### config.mk
export PLATFORM = sky130hd
export DESIGN_NAME = uart_tx_fsm
export DESIGN_NICKNAME = d
export VERILOG_FILES = /design/src/rtl/uart_tx_pkg.sv /design/src/rtl/uart_parity_calc.sv /design/src/rtl/uart_tx_fsm.sv
export SDC_FILE = /design/constraint.sdc
export NUM_CORES = 1
export LEC_CHECK = 0
export BUFFER_PORTS_ARGS = -buffer_cell sky130_fd_sc_hd__buf_4
export CORE_AREA = 8 8 45 47
export CTS_CLUSTER_DIAMETER = 50
export DETAILED_ROUTE_END_ITERATION = 6
export DIE_AREA = 0 0 53 55
export PLACE_DENSITY_LB_ADDON = 0.05
export SETUP_SLACK_MARGIN = 0.3
export SKIP_CTS_REPAIR_TIMING = 1
export SLEW_MARGIN = 20
export SYNTH_ARGS = -nofsm -noshare
export SYNTH_HDL_FRONTEND = slang
export SYNTH_SLANG_ARGS = --single-unit
### constraint.sdc
create_clock -name i_clk -period 1.55 [get_ports i_clk]
set_input_delay 0.31 -clock i_clk [delete_from_list [all_inputs] [get_ports i_clk]]
set_output_delay 0.31 -clock i_clk [all_outputs]
set_load 0.02 [all_outputs]
### src/rtl/uart_tx_pkg.sv
// Shared state encoding, line-level constants and the parity helper for the UART frame controller.
package uart_tx_pkg;

  typedef enum logic [2:0] {
    IDLE   = 3'd0,
    START  = 3'd1,
    DATA   = 3'd2,
    PARITY = 3'd3,
    STOP   = 3'd4,
    STOP2  = 3'd5
  } tx_state_e;

  localparam logic PAR_EVEN  = 1'b0;
  localparam logic PAR_ODD   = 1'b1;
  localparam logic LINE_IDLE = 1'b1;
  localparam logic START_BIT = 1'b0;

  function automatic logic parity_bit(input logic par_typ, input logic red);
    return (par_typ == PAR_ODD) ? ~red : red;
  endfunction

endpackage

### src/rtl/uart_parity_calc.sv
// Parity bit for the accepted byte: XOR reduction of the data, captured on the accept strobe.
module uart_parity_calc #(
  parameter int Width = 8
) (
  input  logic             i_clk,
  input  logic             i_rst,
  input  logic             i_en,
  input  logic [Width-1:0] i_data,
  input  logic             i_par_typ,
  output logic             o_par_bit
);
  import uart_tx_pkg::*;

  logic w_red;
  logic w_par_next;
  logic r_par_bit;

  assign w_red      = ^i_data;
  assign w_par_next = parity_bit(i_par_typ, w_red);

  // The parity type is folded into the stored bit, so no separate copy of it is kept.
  always_ff @(posedge i_clk or posedge i_rst) begin
    if (i_rst) begin
      r_par_bit <= 1'b0;
    end else if (i_en) begin
      r_par_bit <= w_par_next;
    end
  end

  assign o_par_bit = r_par_bit;

endmodule

### src/rtl/uart_tx_fsm.sv
// UART transmit frame controller: start, Width data bits from the serializer, optional parity, stop.
// Optional macro UART_TX_TWO_STOP_EN adds a second stop bit (STOP2).
//
//   state  | meaning
//   IDLE   | line high, waiting for data_valid
//   START  | start bit, serializer shifts bit0
//   DATA   | serial data on line until ser_done
//   PARITY | parity bit on line
//   STOP   | stop bit, back-to-back accept allowed (single stop)
//   STOP2  | second stop bit, back-to-back accept allowed
module uart_tx_fsm #(
  parameter int Width = 8
) (
  input  logic             i_clk,
  input  logic             i_rst,
  input  logic [Width-1:0] i_p_data,
  input  logic             i_data_valid,
  input  logic             i_par_en,
  input  logic             i_par_typ,
  input  logic             i_ser_data,
  input  logic             i_ser_done,
  output logic             o_ser_en,
  output logic             o_tx_out,
  output logic             o_busy
);
  import uart_tx_pkg::*;

  tx_state_e r_state;
  tx_state_e w_state_next;
  logic      r_par_en_q;
  logic      w_accept;
  logic      w_par_bit;

  always_ff @(posedge i_clk or posedge i_rst) begin
    if (i_rst) begin
      r_state <= IDLE;
    end else begin
      r_state <= w_state_next;
    end
  end

  always_ff @(posedge i_clk or posedge i_rst) begin
    if (i_rst) begin
      r_par_en_q <= 1'b0;
    end else if (w_accept) begin
      r_par_en_q <= i_par_en;
    end
  end

  uart_parity_calc #(
    .Width(Width)
  ) u_parity (
    .i_clk    (i_clk),
    .i_rst    (i_rst),
    .i_en     (w_accept),
    .i_data   (i_p_data),
    .i_par_typ(i_par_typ),
    .o_par_bit(w_par_bit)
  );

  always_comb begin
    w_state_next = r_state;
    w_accept     = 1'b0;
    o_tx_out     = LINE_IDLE;
    o_ser_en     = 1'b0;
    o_busy       = 1'b1;
    case (r_state)
      IDLE: begin
        o_busy = 1'b0;
        if (i_data_valid) begin
          w_accept     = 1'b1;
          w_state_next = START;
        end
      end
      START: begin
        o_tx_out     = START_BIT;
        o_ser_en     = !i_ser_done;
        w_state_next = DATA;
      end
      DATA: begin
        o_tx_out = i_ser_data;
        o_ser_en = !i_ser_done;
        if (i_ser_done) begin
          w_state_next = r_par_en_q ? PARITY : STOP;
        end
      end
      PARITY: begin
        o_tx_out     = w_par_bit;
        w_state_next = STOP;
      end
`ifdef UART_TX_TWO_STOP_EN
      STOP: begin
        w_state_next = STOP2;
      end
      STOP2: begin
        if (i_data_valid) begin
          w_accept     = 1'b1;
          w_state_next = START;
        end else begin
          w_state_next = IDLE;
        end
      end
`else
      STOP: begin
        // The serializer is idle here (ser_en low), so it loads alongside the accept.
        if (i_data_valid) begin
          w_accept     = 1'b1;
          w_state_next = START;
        end else begin
          w_state_next = IDLE;
        end
      end
`endif
      default: begin
        o_busy       = 1'b0;
        w_state_next = IDLE;
      end
    endcase
  end

endmodule

Yosys cells after proc, flatten, opt, wreduce, memory -nomap -nowiden
Cells that the tools add are included.
{"block": "word_totals", "register_bits": 5, "latchBits": 0, "ram_bits": 0, "mem_bits_ro": 0, "in_bits": 15, "output_inout_bits": 3, "word_cells": 28, "memories": 0}
{"block": "op_classes", "addsub": 0, "n_mul": 0, "div": 0, "magnitude_cmp": 0, "eq_ne": 6, "shift": 0, "muxes": 11, "bitwise_logic": 1, "n_reduce_logical": 7}
{"operator": "case mux 3 bit (5 select lines)", "n": 1}
{"operator": "two-way mux 3 bit", "n": 3}
{"operator": "parity 8 bit", "n": 1}
{"operator": "equality test 3 x 2 -> 1 bit, second input constant", "n": 2}
{"operator": "two-way mux 1 bit", "n": 6}
{"operator": "!= test 2 bit, second input constant", "n": 2}
{"operator": "OR reduction 2 bit", "n": 2}
{"operator": "OR reduction 4 bit", "n": 1}
{"operator": "equality test 3 x 1 -> 1 bit, second input constant", "n": 1}
{"operator": "equality test 3 bit, second input constant", "n": 1}
{"operator": "zero test 3 bit", "n": 1}
{"operator": "case mux 1 bit (3 select lines)", "n": 1}
{"operator": "AND reduction 2 bit", "n": 1}
{"operator": "zero test 1 bit", "n": 1}
{"operator": "inverter 1 bit", "n": 1}

Depth between registers and ports, before layout
{"block": "logic_depth", "word_depth": 3, "mapped_depth": 5, "mapped_depth_nobuf": 4}

Cells and area by module
A second synthesis with hierarchy kept.
{"block": "unflattened", "hier_cells": 36, "hier_area_um2": 377.9}
{"module": "uart_tx_fsm", "instances": 1, "cells_per_inst": 26, "area_per_inst_um2": 244.0, "seq_area_each_um2": 100.1}
{"module": "uart_parity_calc", "instances": 1, "cells_per_inst": 10, "area_per_inst_um2": 133.9, "seq_area_each_um2": 25.0}

Worst setup path before layout
OpenSTA, ideal clock, no wires.
{"block": "synth_timing", "path_type": "register to output", "start": "reg r_state[1]", "end": "out o_ser_en", "arrival_ps": 1110, "required_ps": 1240, "path_slack_ps": 130, "stages_incl_launch_ff": 4, "path_buffers": 1, "path_cell_list": "dfrtp_1 > clkbuf_1 > xnor2_1 > nor3_1"}
{"block": "synth_between", "elab_chain_cells": 3, "elab_cells_between_ends": 4, "classes_between": "2 x eq/ne; 1 x mux; 1 x reduce/logical"}
{"item": "from (decl)", "line": "uart_tx_fsm.sv:28", "rtl": "tx_state_e r_state;"}
{"item": "from (signal assigned)", "line": "uart_tx_fsm.sv:38", "rtl": "r_state <= w_state_next;"}
{"item": "equality test 3 x 2 -> 1 bit or equality test 3 x 1 -> 1 bit (tied branches)", "line": "uart_tx_fsm.sv:67", "rtl": "case (r_state)"}
{"item": "OR reduction 2 bit (no source line) *"}
{"item": "two-way mux 1 bit *"}
{"item": "to (decl)", "line": "uart_tx_fsm.sv:22", "rtl": "output logic o_ser_en,"}
Mark *: on every way between the ends. The rest lies on a longest branch, timed or not.

Final worst setup path
{"block": "layout_timing", "start": "reg r_state[1]", "end": "out o_tx_out"}
{"block": "layout_between", "elab_chain_cells": 2, "elab_cells_between_ends": 4, "classes_between": "3 x eq/ne; 1 x mux"}
{"item": "equality test 3 x 2 -> 1 bit or equality test 3 x 1 -> 1 bit (tied branches)", "line": "uart_tx_fsm.sv:67"}
{"item": "case mux 1 bit (3 select lines) *", "line": "uart_tx_fsm.sv:67"}
{"item": "to (decl)", "line": "uart_tx_fsm.sv:23", "rtl": "output logic o_tx_out,"}
Marks and branches as above.

==> out/qor.yml <==
run_status:
  status: "complete, no violations"
timing:
  fmax_mhz: 673
  grt_setup_unrepaired: "yes"
  hold_violations: 0
  setup_viol: 0
  worstMarginPinSlew_ns: 0.210
  holdWs_ns: 0.298
  fin_skew_ns: 0.000640
  period_share_pct: 95.8
  relSlewSlack_pct: 85.9
  fin_crit_ns: 1.48
  slew_viol_final: 0
routing:
  detail_route.wl_per_cell_um: 12.2
  viasPerCell: 4.42
  via_count: 314
  drc: 0
  firstDrtPassIters: 2
  wl_um: 867
  ant_nets: 0
  drt_iter0_drc: 2
grt:
  grt_overflow: 0
  antenna_found_initial: 0
  grt_usage_pct: 6.55
  grt_max_degree: 9
  grt_pass1_vias: 375
  grt_pass1_wl_mm: 1.37
cts:
  cts_root_buf: "clkbuf_4"
  cts_buffers: 3
  clk_latency_ns: 0.24
  clockBufferDepth: 2
  cts_sinks: 5
  cts_tree: "done"
  h-tree-depth: 1
  path_clk_slew_ns: 0.04
pwr:
  p_leak_uw: 0.000257
  powerDensity_nw_per_um2: 1720
  vdd_drop_max_mv: 0.710
  design_power_total_uw: 931
critical_path:
  worst-path-stages: 2
  arrival_ns: 1.17
  crit_path_max_incr_delay_ns: 0.46
  crit_path_start_kind: "flip-flop"
  path_buf_inv: 1
  cp.required_ns: 1.24
  endpoint_kind: "primary output"
  slowest_stage: "dfrtp_2"
  critical_path_class: "flip-flop to primary output"
  crit_path_cell_trace: "a311o_1, buf_6"
  reg2regPathDepth: 3
  timing.critical_path.max_delay_family: "flip-flops"
  cp_max_fo: 8
place:
  gp_congestion: 0.598
  placed_area_um2: 483
  port_buffers: 17
yosys:
  synth.yosys.seq_area_share_pct: 37.9
  syn_avg_cell_area_um2: 9.72
  ys_seq_elements: 5
  yosysUniqueCellTypes: 17
  synth_nets: 49
  synth_area_um2: 330
  yosysWarningCount: 0
  syn_inst: 34
die:
  die_area_um2: 2920
  num_rows: 14
  die_w_um: 53
  initial_core_util_pct: 23.9
  die_y_um: 55
  io_pins: 18
  core-area_um2: 1380
layout:
  fillerInstances: 152
  final_cell_area_um2: 541
  num_antenna_cells: 0
  syn_to_final_growth_pct: 63.6
  drive_gt1_share_pct: 52.7
  layout.nets: 71
worst_hold_path:
  hp-class: "input pin to flip-flop"
  hold_path_depth: 2
job:
  maxCapViolations: 0
final cells by class:
| type | count | area (um^2) | share of cell area [%] |
|---|---|---|---|
| Timing Repair Buffer | 19 | 149 | 27.5 |
| Sequential cell | 5 | 129 | 23.8 |
| Clock buffer | 4 | 26.3 | 4.86 |
| Tap cell | 16 | 20.0 | 3.70 |
| Inverter | 3 | 11.3 | 2.08 |
| Multi-Input combinational cell | 24 | 205 | 38.0 |
worst register-to-register path: stages, from the launching register on:
cell and delay (ns):
dfrtp_2 0.45, nor2_2 0.18, nand2_1 0.12, mux2_2 0.28
metal layers:
layer  up-vias  wire length, um  GRT usage, %
li1        152                -             -
met1       151              283          4.96
met2        11              511          12.3
met3         0               71          4.01
met4         0                0          3.88
met5         -                0             0
final timing paths:
kind / slack [ns] / end / startpoint
worst min-delay path: 0.30 / r_par_en_q / i_par_en
max in group asynchronous: 0.85 / r_state[0] / i_rst
worst max-delay path: 0.07 / o_tx_out / r_state[1]
min in group asynchronous: 0.52 / r_state[1] / i_rst
worst max register to register: 0.39 / r_par_en_q / r_state[0]
worst min register to register: 0.51 / u_parity.o_par_bit / u_parity.o_par_bit
power breakdown:
group | switching [uW] | total (uW) | leakage [uW] | internal (uW)
Sequential | 95.5 | 293 | 0.0000588 | 197
Combinational | 215 | 488 | 0.000183 | 273
Clock | 53.0 | 150 | 0.0000150 | 97.3
Total | 364 | 931 | 0.000257 | 567
cell usage in the layout (no fill, tap or decap):
| master | n |
|---|---|
| nand2b_1 | 1 |
| xor2_1 | 2 |
| xnor2_1 | 5 |
| mux2_2 | 1 |
| dlygate4sd3_1 | 1 |
| clkbuf_1 | 1 |
| nor3b_1 | 1 |
| mux2i_1 | 1 |
| a21oi_1 | 2 |
| nor2_2 | 1 |
| inv_1 | 3 |
| dfrtp_2 | 3 |
| nor2_1 | 1 |
| dfrtp_1 | 2 |
| nand2_1 | 2 |
| a311o_1 | 1 |
| nor3_2 | 1 |
| nand4b_1 | 1 |
| a21oi_2 | 1 |
| o21ai_1 | 1 |
| buf_6 | 1 |
| xnor2_2 | 1 |
| clkbuf_4 | 3 |
| buf_4 | 17 |
| xnor3_1 | 1 |
state kept, by name (all words and copies together) (netlist names):
| register | cells |
|---|---|
| r_par_en_q | 1 |
| r_state | 3 |
| u_parity.o_par_bit | 1 |
logic make-up (layout without fill, tap and decap cells):
family                 after synthesis  in the layout  synth area share [%]
XOR/XNOR                             9              9                  28.0
AND/OR/NAND/NOR                      8              8                  12.9
AO/OA/AOI/OAI                        5              5                  9.09
flip-flops                           5              5                  37.9
buffers and inverters                5             26                  5.68
multiplexers                         2              2                  6.44
stage by stage:
step	instances	TNS (ns)	worst slack (ns)	util (%)
final	71	0	0.0650	39.1
after global routing	71	0	0.0208	39.1
after CTS	69	-0.0930	-0.0886	36.8
after detailed placement	65	0	0.178	34.9
after global placement	65	0	0.206	34.9
after floorplan	34	0	0.304	-
synthesized netlist by cell type, drive strengths merged:
library cell  number  area, um^2
a21oi              3        15.0
a311o              1        10.0
clkbuf             2        7.51
dfrtp              5         125
inv                3        11.3
mux2               1        11.3
mux2i              1        10.0
nand2              2        7.51
nand2b             1        6.26
nand4b             1        8.76
nor2               2        7.51
nor3               1        5.00
nor3b              1        7.51
o21ai              1        5.00
xnor2              6        52.6
xnor3              1        22.5
xor2               2        17.5
(Power assumes the default switching activity.)
